<file path="config.mk">
export PLATFORM = sky130hd
export DESIGN_NAME = tone_sequencer
export DESIGN_NICKNAME = d
export VERILOG_FILES = /design/src/rtl/tone_pkg.sv /design/src/rtl/step_timer.sv /design/src/rtl/tone_sequencer.sv
export SDC_FILE = /design/constraint.sdc
export NUM_CORES = 1
export LEC_CHECK = 0
export BUFFER_PORTS_ARGS = -buffer_cell sky130_fd_sc_hd__buf_2
export CORE_MARGIN = 3
export CORE_UTILIZATION = 58
export CTS_CLUSTER_SIZE = 28
export DETAILED_ROUTE_END_ITERATION = 8
export GPL_TIMING_DRIVEN = 0
export PLACE_DENSITY = 0.91
export SLEW_MARGIN = 15
export SYNTH_ARGS = -nofsm -noshare
export SYNTH_HDL_FRONTEND = slang
export SYNTH_SLANG_ARGS = --single-unit
export TNS_END_PERCENT = 20
</file>
<file path="constraint.sdc">
create_clock -name clk -period 3.7 [get_ports clk]
set_input_delay 0.74 -clock clk [delete_from_list [all_inputs] [get_ports clk]]
set_output_delay 0.74 -clock clk [all_outputs]
set_load 0.005 [all_outputs]
</file>
<file path="src/rtl/tone_pkg.sv">
// ============================================================================
// Module  : tone_pkg
// Purpose : Shared definitions for the tone sequencer: command encodings,
//           notes-per-octave constant and the base-octave frequency table.
// Revision: 1.0 - initial release
// ============================================================================
`default_nettype none

package tone_pkg;

  localparam int NOTES_PER_OCT = 7;
  localparam int OCT_W         = 3;   // up to 56 notes -> octave 0..7

  typedef enum logic [2:0] {
    CMD_UP      = 3'd0,
    CMD_DOWN    = 3'd1,
    CMD_FASTER  = 3'd2,
    CMD_SLOWER  = 3'd3,
    CMD_PAUSE   = 3'd4,
    CMD_RESTART = 3'd5
  } cmd_e;

  // Lowest-octave frequencies in Hz (C4..B4). Higher octaves are derived by
  // shifting left, so no divider or large table is needed.
  function automatic logic [15:0] base_freq(input logic [2:0] note);
    logic [15:0] f;
    case (note)
      3'd0:    f = 16'd262;
      3'd1:    f = 16'd294;
      3'd2:    f = 16'd330;
      3'd3:    f = 16'd349;
      3'd4:    f = 16'd392;
      3'd5:    f = 16'd440;
      3'd6:    f = 16'd494;
      default: f = 16'd0;
    endcase
    return f;
  endfunction

endpackage

`default_nettype wire

</file>
<file path="src/rtl/step_timer.sv">
// ============================================================================
// Module  : step_timer
// Purpose : Free-running period counter for the tone sequencer. Counts
//           0..period-1 where period = CLK_HZ >> level, then wraps.
// Ports   : clk      in  system clock
//           rst      in  synchronous active-high reset
//           level    in  speed level selecting the period
//           clear    in  force the count back to 0 (wins over freeze)
//           freeze   in  hold the count
//           terminal out count is at period-1
// Revision: 1.0 - initial release
// ============================================================================
`default_nettype none

module step_timer #(
  parameter int CLK_HZ = 100_000_000,
  parameter int LVL_W  = 2
) (
  input  logic             clk,
  input  logic             rst,
  input  logic [LVL_W-1:0] level,
  input  logic             clear,
  input  logic             freeze,
  output logic             terminal
);

  localparam int CNT_W = $clog2(CLK_HZ + 1);

  logic [CNT_W-1:0] count;
  logic [CNT_W-1:0] period;

  assign period   = CNT_W'(CLK_HZ >> level);
  assign terminal = (count == period - CNT_W'(1));

  always_ff @(posedge clk) begin
    if (rst || clear) begin
      count <= '0;
    end else if (!freeze) begin
      count <= terminal ? '0 : count + CNT_W'(1);
    end
  end

endmodule

`default_nettype wire

</file>
<file path="src/rtl/tone_sequencer.sv">
// ============================================================================
// Module  : tone_sequencer
// Purpose : Steps a note index up/down a scale at a selectable rate and
//           presents the tone frequency (Hz) to the PWM generator.
// Ports   : clk, rst (sync, active-high)
//           cmd_valid/cmd  one-cycle command strobe (UP, DOWN, FASTER,
//                          SLOWER, PAUSE toggle, RESTART; 6-7 ignored)
//           freq, note_idx registered tone and index
//           dir, speed, paused   current stepping state
//           step_pulse     high in the cycle whose closing edge steps
//           at_top, at_bottom    index boundary flags
// Config  : TONE_SEQ_PINGPONG_EN - bounce off the scale ends instead of
//           holding there.
// Revision: 1.0 - initial release
// ============================================================================
`default_nettype none

module tone_sequencer
  import tone_pkg::*;
#(
  parameter int NUM_NOTES  = 29,
  parameter int CLK_HZ     = 100_000_000,
  parameter int NUM_SPEEDS = 4,
  parameter int FREQ_W     = 32
) (
  input  logic                          clk,
  input  logic                          rst,
  input  logic                          cmd_valid,
  input  logic [2:0]                    cmd,
  output logic [FREQ_W-1:0]             freq,
  output logic [$clog2(NUM_NOTES)-1:0]  note_idx,
  output logic                          dir,
  output logic [$clog2(NUM_SPEEDS)-1:0] speed,
  output logic                          paused,
  output logic                          step_pulse,
  output logic                          at_top,
  output logic                          at_bottom
);

  localparam int IDX_W = $clog2(NUM_NOTES);
  localparam int SPD_W = $clog2(NUM_SPEEDS);

  logic [2:0]        note, note_n;
  logic [OCT_W-1:0]  octave, octave_n;
  logic [IDX_W-1:0]  idx_n;
  logic              dir_n, paused_n;
  logic [SPD_W-1:0]  speed_n;
  logic [FREQ_W-1:0] freq_n;
  logic              go_up, go_down, timer_clear, terminal;

  step_timer #(
    .CLK_HZ (CLK_HZ),
    .LVL_W  (SPD_W)
  ) u_step_timer (
    .clk      (clk),
    .rst      (rst),
    .level    (speed),
    .clear    (timer_clear),
    .freeze   (paused),
    .terminal (terminal)
  );

  assign step_pulse = terminal && !paused;
  assign at_top     = (note_idx == IDX_W'(NUM_NOTES - 1));
  assign at_bottom  = (note_idx == '0);

  always_comb begin
    note_n      = note;
    octave_n    = octave;
    idx_n       = note_idx;
    dir_n       = dir;
    speed_n     = speed;
    paused_n    = paused;
    timer_clear = 1'b0;
    go_up       = 1'b0;
    go_down     = 1'b0;

    // Direction commands are applied first so a boundary reversal below can
    // override them; a regular step still uses the registered dir.
    if (cmd_valid && cmd == CMD_UP)   dir_n = 1'b0;
    if (cmd_valid && cmd == CMD_DOWN) dir_n = 1'b1;

    if (step_pulse) begin
      if (!dir) begin
        if (!at_top) begin
          go_up = 1'b1;
        end else begin
`ifdef TONE_SEQ_PINGPONG_EN
          dir_n   = 1'b1;
          go_down = 1'b1;
`endif
        end
      end else begin
        if (!at_bottom) begin
          go_down = 1'b1;
        end else begin
`ifdef TONE_SEQ_PINGPONG_EN
          dir_n = 1'b0;
          go_up = 1'b1;
`endif
        end
      end
    end

    if (go_up) begin
      idx_n = note_idx + IDX_W'(1);
      if (note == 3'(NOTES_PER_OCT - 1)) begin
        note_n   = 3'd0;
        octave_n = octave + OCT_W'(1);
      end else begin
        note_n = note + 3'd1;
      end
    end else if (go_down) begin
      idx_n = note_idx - IDX_W'(1);
      if (note == 3'd0) begin
        note_n   = 3'(NOTES_PER_OCT - 1);
        octave_n = octave - OCT_W'(1);
      end else begin
        note_n = note - 3'd1;
      end
    end

    if (cmd_valid && cmd == CMD_FASTER && speed != SPD_W'(NUM_SPEEDS - 1)) begin
      speed_n     = speed + SPD_W'(1);
      timer_clear = 1'b1;
    end
    if (cmd_valid && cmd == CMD_SLOWER && speed != '0) begin
      speed_n     = speed - SPD_W'(1);
      timer_clear = 1'b1;
    end
    if (cmd_valid && cmd == CMD_PAUSE) paused_n = !paused;

    // Restart wins over any step or direction change in the same cycle.
    if (cmd_valid && cmd == CMD_RESTART) begin
      note_n      = 3'd0;
      octave_n    = '0;
      idx_n       = '0;
      dir_n       = 1'b0;
      paused_n    = 1'b0;
      timer_clear = 1'b1;
    end

    freq_n = FREQ_W'(base_freq(note_n)) << octave_n;
  end

  always_ff @(posedge clk) begin
    if (rst) begin
      note     <= 3'd0;
      octave   <= '0;
      note_idx <= '0;
      dir      <= 1'b0;
      speed    <= '0;
      paused   <= 1'b0;
      freq     <= FREQ_W'(262);
    end else begin
      note     <= note_n;
      octave   <= octave_n;
      note_idx <= idx_n;
      dir      <= dir_n;
      speed    <= speed_n;
      paused   <= paused_n;
      freq     <= freq_n;
    end
  end

endmodule

`default_nettype wire
</file>
==> impl_metrics.py <==
metrics = {
    "timing": {
        "hold_viol_final": 0,
        "setup_viol": 0,
        "tightest_slew_ns": 0.9010,
        "min_period_ns": 3.419,
        "rsz0062_at_grt": "false",
        "final_max_slew_viol_count": 0,
        "holdWs_ns": 0.5275,
        "slew_headroom": 0.3980,
        "fin_setup_tns_ns": 0,
        "fin_crit_sh": 0.9242,
        "fin_skew_ns": 0.008095,
        "fmax_ghz": 0.2924,
    },
    "floorplanning": {
        "core_um2": 5991,
        "io_pins": 50,
        "start_util": 0.6084,
        "die_h_um": 85.27,
        "dieArea_um2": 7271,
        "row_count": 28,
        "die_x_um": 85.27,
    },
    "place": {
        "post_dp_cell_area_um2": 3955,
        "post-dp-hpwl_mm": 6.352,
        "gp_congestion": 0.9622,
        "port_buffers": 32,
    },
    "route": {
        "ant_nets": 0,
        "drtIter0Drc": 283,
        "drc": 0,
        "viasPerCell": 5.983,
        "wl_mm": 8.739,
        "drt_first_pass_iters": 5,
        "vias": 3494,
        "wl_per_cell_um": 14.96,
    },
    "power_and_ir_drop": {
        "p_clk_frac": 0.436,
        "p_sw_mw": 0.2888,
        "ir_worst_vdd_v": 0.0002477,
        "power_density_nw_per_um2": 298.7,
        "p_leak_nw": 1.740,
        "p_int_mw": 0.9524,
        "combPwrFrac": 0.054,
        "pwr-share-seq": 0.510,
        "swShare": 0.2327,
    },
    "worst_setup_path": {
        "crit_cells": 12,
        "path_cells": "inv_1 -> ha_1 -> nand2_1 -> a211oi_1 -> o22ai_1 -> a211oi_1 -> mux2_2 -> clkbuf_1 -> nor3_1 -> a311oi_1 -> nand4_1 -> o22ai_1",
        "r2r_cells": 12,
        "crit_type": "register to register",
        "cp_max_fo": 10,
        "path_buf_inv": 2,
        "critPathMaxStageDelay_ns": 0.54,
        "end_kind": "register",
        "crit_required_ns": 3.97,
        "worst_ep_arrival_time_ns": 3.69,
        "slowest_stage": "a211oi_1",
        "critPathLaunchType": "register",
        "cp_top_family": "compound AO/OA/AOI/OAI gates",
    },
    "clock_tree": {
        "cts_max_path_buffers": 2,
        "clock-root-buffer": "clkbuf_8",
        "cts_tree": "done",
        "cts_buffers": 9,
        "cts_sinks": 58,
        "clk_pin_slew_worst_paths_ns": 0.06,
        "post_cts_buffers": 0,
        "cts_hold_buffers": 0,
        "post_cts_resized": 0,
        "htree_levels": 3,
        "insertion_delay_ns": 0.35,
    },
    "synthesis": {
        "synth_flop_cell": "dfxtp_1",
        "netlist_instances": 446,
        "synth_top_area_frac": 0.3186,
        "syn_area_um2": 3645,
        "synth_cell_types": 76,
        "avgSynthCellArea_um2": 8.172,
        "synthArstFlopShare": 0,
        "synth_edf_count": 0,
        "yosys_warnings": 0,
        "synth-seq-cells": 58,
        "synthTopCellsByArea": "dfxtp_1 32%, nor2_1 6.1%, nand2_1 4.1%",
        "yosysTopAreaCell": "dfxtp_1",
        "yosysSeqAreaShare": 0.3186,
    },
    "run": {
        "maxCapViolCount": 0,
    },
    "outcome": {
        "status": "complete, no violations",
    },
    "grt": {
        "grt_use_met2": 0.3941,
        "grt_pass1_vias": 3241,
        "antenna_found_initial": 0,
        "grt_pass1_wl_mm": 14.66,
        "use_met1": 0.3150,
        "grt_max_degree": 11,
        "busiest_layer": "met2",
        "grt_util_all_layers": 0.2478,
        "overflow": 0,
        "grt_use_met3": 0.05534,
    },
    "final_layout": {
        "area_growth_pct": 14.01,
        "multi_input_area_um2": 2275,
        "drive_above_1_share": 0.1866,
        "layout_commonest_cell": "nor2_1",
        "seq_area_um2": 1161,
        "mostFrequentLayoutCells": "59 x nor2_1, 58 x dfxtp_1, 40 x nand2_1",
        "diodes": 0,
        "num-fill-cells": 466,
        "nNetsFinal": 522,
        "design_area_um2": 4155,
    },
    "hold_path": {
        "hp-class": "register to register",
        "whs_path_depth": 2,
    },
}
area by class of cell:
type                       count  area share
multi-input combinational    353      0.5474
clock inverter                 2    0.002409
tap                           75     0.02258
clock buffer                  14     0.04155
buffer                        37     0.05631
timing repair buffer          32     0.03854
inverter                      13     0.01174
sequential                    58      0.2794
sequential cells by signal, indices dropped and copies added, names as in the netlist:
register and count:
u_step_timer.count 27, note_idx 5, note 3, paused 1, octave 3, speed 2
freq 16, dir 1
metal layers:
metal	wire [µm]	up-vias
met4	264	0
met3	707	30
li1	-	1681
met2	3915	181
met1	3851	1602
met5	0	-
worst reg2reg max path: stages (launching register included):
cell and delay [ns]:
dfxtp_1 0.35, inv_1 0.13, ha_1 0.21, nand2_1 0.13
a211oi_1 0.54, o22ai_1 0.18, a211oi_1 0.36, mux2_2 0.29
clkbuf_1 0.37, nor3_1 0.10, a311oi_1 0.26, nand4_1 0.21
o22ai_1 0.22
cells in the mapped netlist (all sizes together) (3+ instances only):
cell / n
o211ai: 3
nor3b: 3
o21a: 3
or2: 5
ha: 11
mux2i: 6
a211oi: 4
dfxtp: 58
and2: 3
nand2b: 4
a21oi: 23
nor2b: 7
a21o: 3
o22ai: 8
nor3: 13
nand3b: 4
nor4bb: 3
clkbuf: 11
or3: 6
nand3: 14
inv: 13
o2111a: 3
a22oi: 5
buf: 26
nand4: 3
nor2: 60
xnor2: 13
o2111ai: 5
nand2: 41
and3: 10
nor4: 4
o21ai: 19
xor2: 16
cells by family (layout without fill, tap and decap cells):
logic type / count (synthesis) / count (layout) / share of synthesized area
AO/OA/AOI/OAI: 102 / 102 / 0.2097
other: 1 / 16 / 0.001029
XOR/XNOR: 29 / 29 / 0.06969
flip-flops: 58 / 58 / 0.3186
multiplexers: 8 / 8 / 0.02266
adder cells (fa/ha/maj): 12 / 12 / 0.04325
AND/OR/NAND/NOR: 186 / 186 / 0.2575
buffers and inverters: 50 / 98 / 0.07758
per-stage QoR:
step	power, mW	cells	util	worst slack (ns)
final	1.241	584	0.6936	0.2806
after floorplan	0.6957	461	-	0.6045
after global routing	1.285	584	0.6936	0.004763
after detailed placement	0.7123	568	0.6602	0.2732
after CTS	1.249	584	0.6907	0.2583
after global placement	0.7081	568	0.6602	0.3455
power by group through the flow:
stage / registers (mW) / clock network [mW] / logic (mW)
3_5_place_dp: 0.647 / 0 / 0.0658
6_report: 0.633 / 0.541 / 0.0671
2_1_floorplan: 0.646 / 0 / 0.0500
5_1_grt: 0.633 / 0.578 / 0.0742
3_3_place_gp: 0.646 / 0 / 0.0621
4_1_cts: 0.633 / 0.550 / 0.0661
final timing paths:
path	from	endpoint	slack, ns
hold / removal	u_step_timer.count[13]$_SDFFE_PP0N_	u_step_timer.count[13]$_SDFFE_PP0N_	0.53
setup reg to reg	note[0]$_SDFF_PP0_	freq[4]$_SDFF_PP0_	0.28
hold reg to reg	u_step_timer.count[13]$_SDFFE_PP0N_	u_step_timer.count[13]$_SDFFE_PP0N_	0.53
setup / recovery	note[0]$_SDFF_PP0_	freq[4]$_SDFF_PP0_	0.28
(Power assumes the default switching activity.)
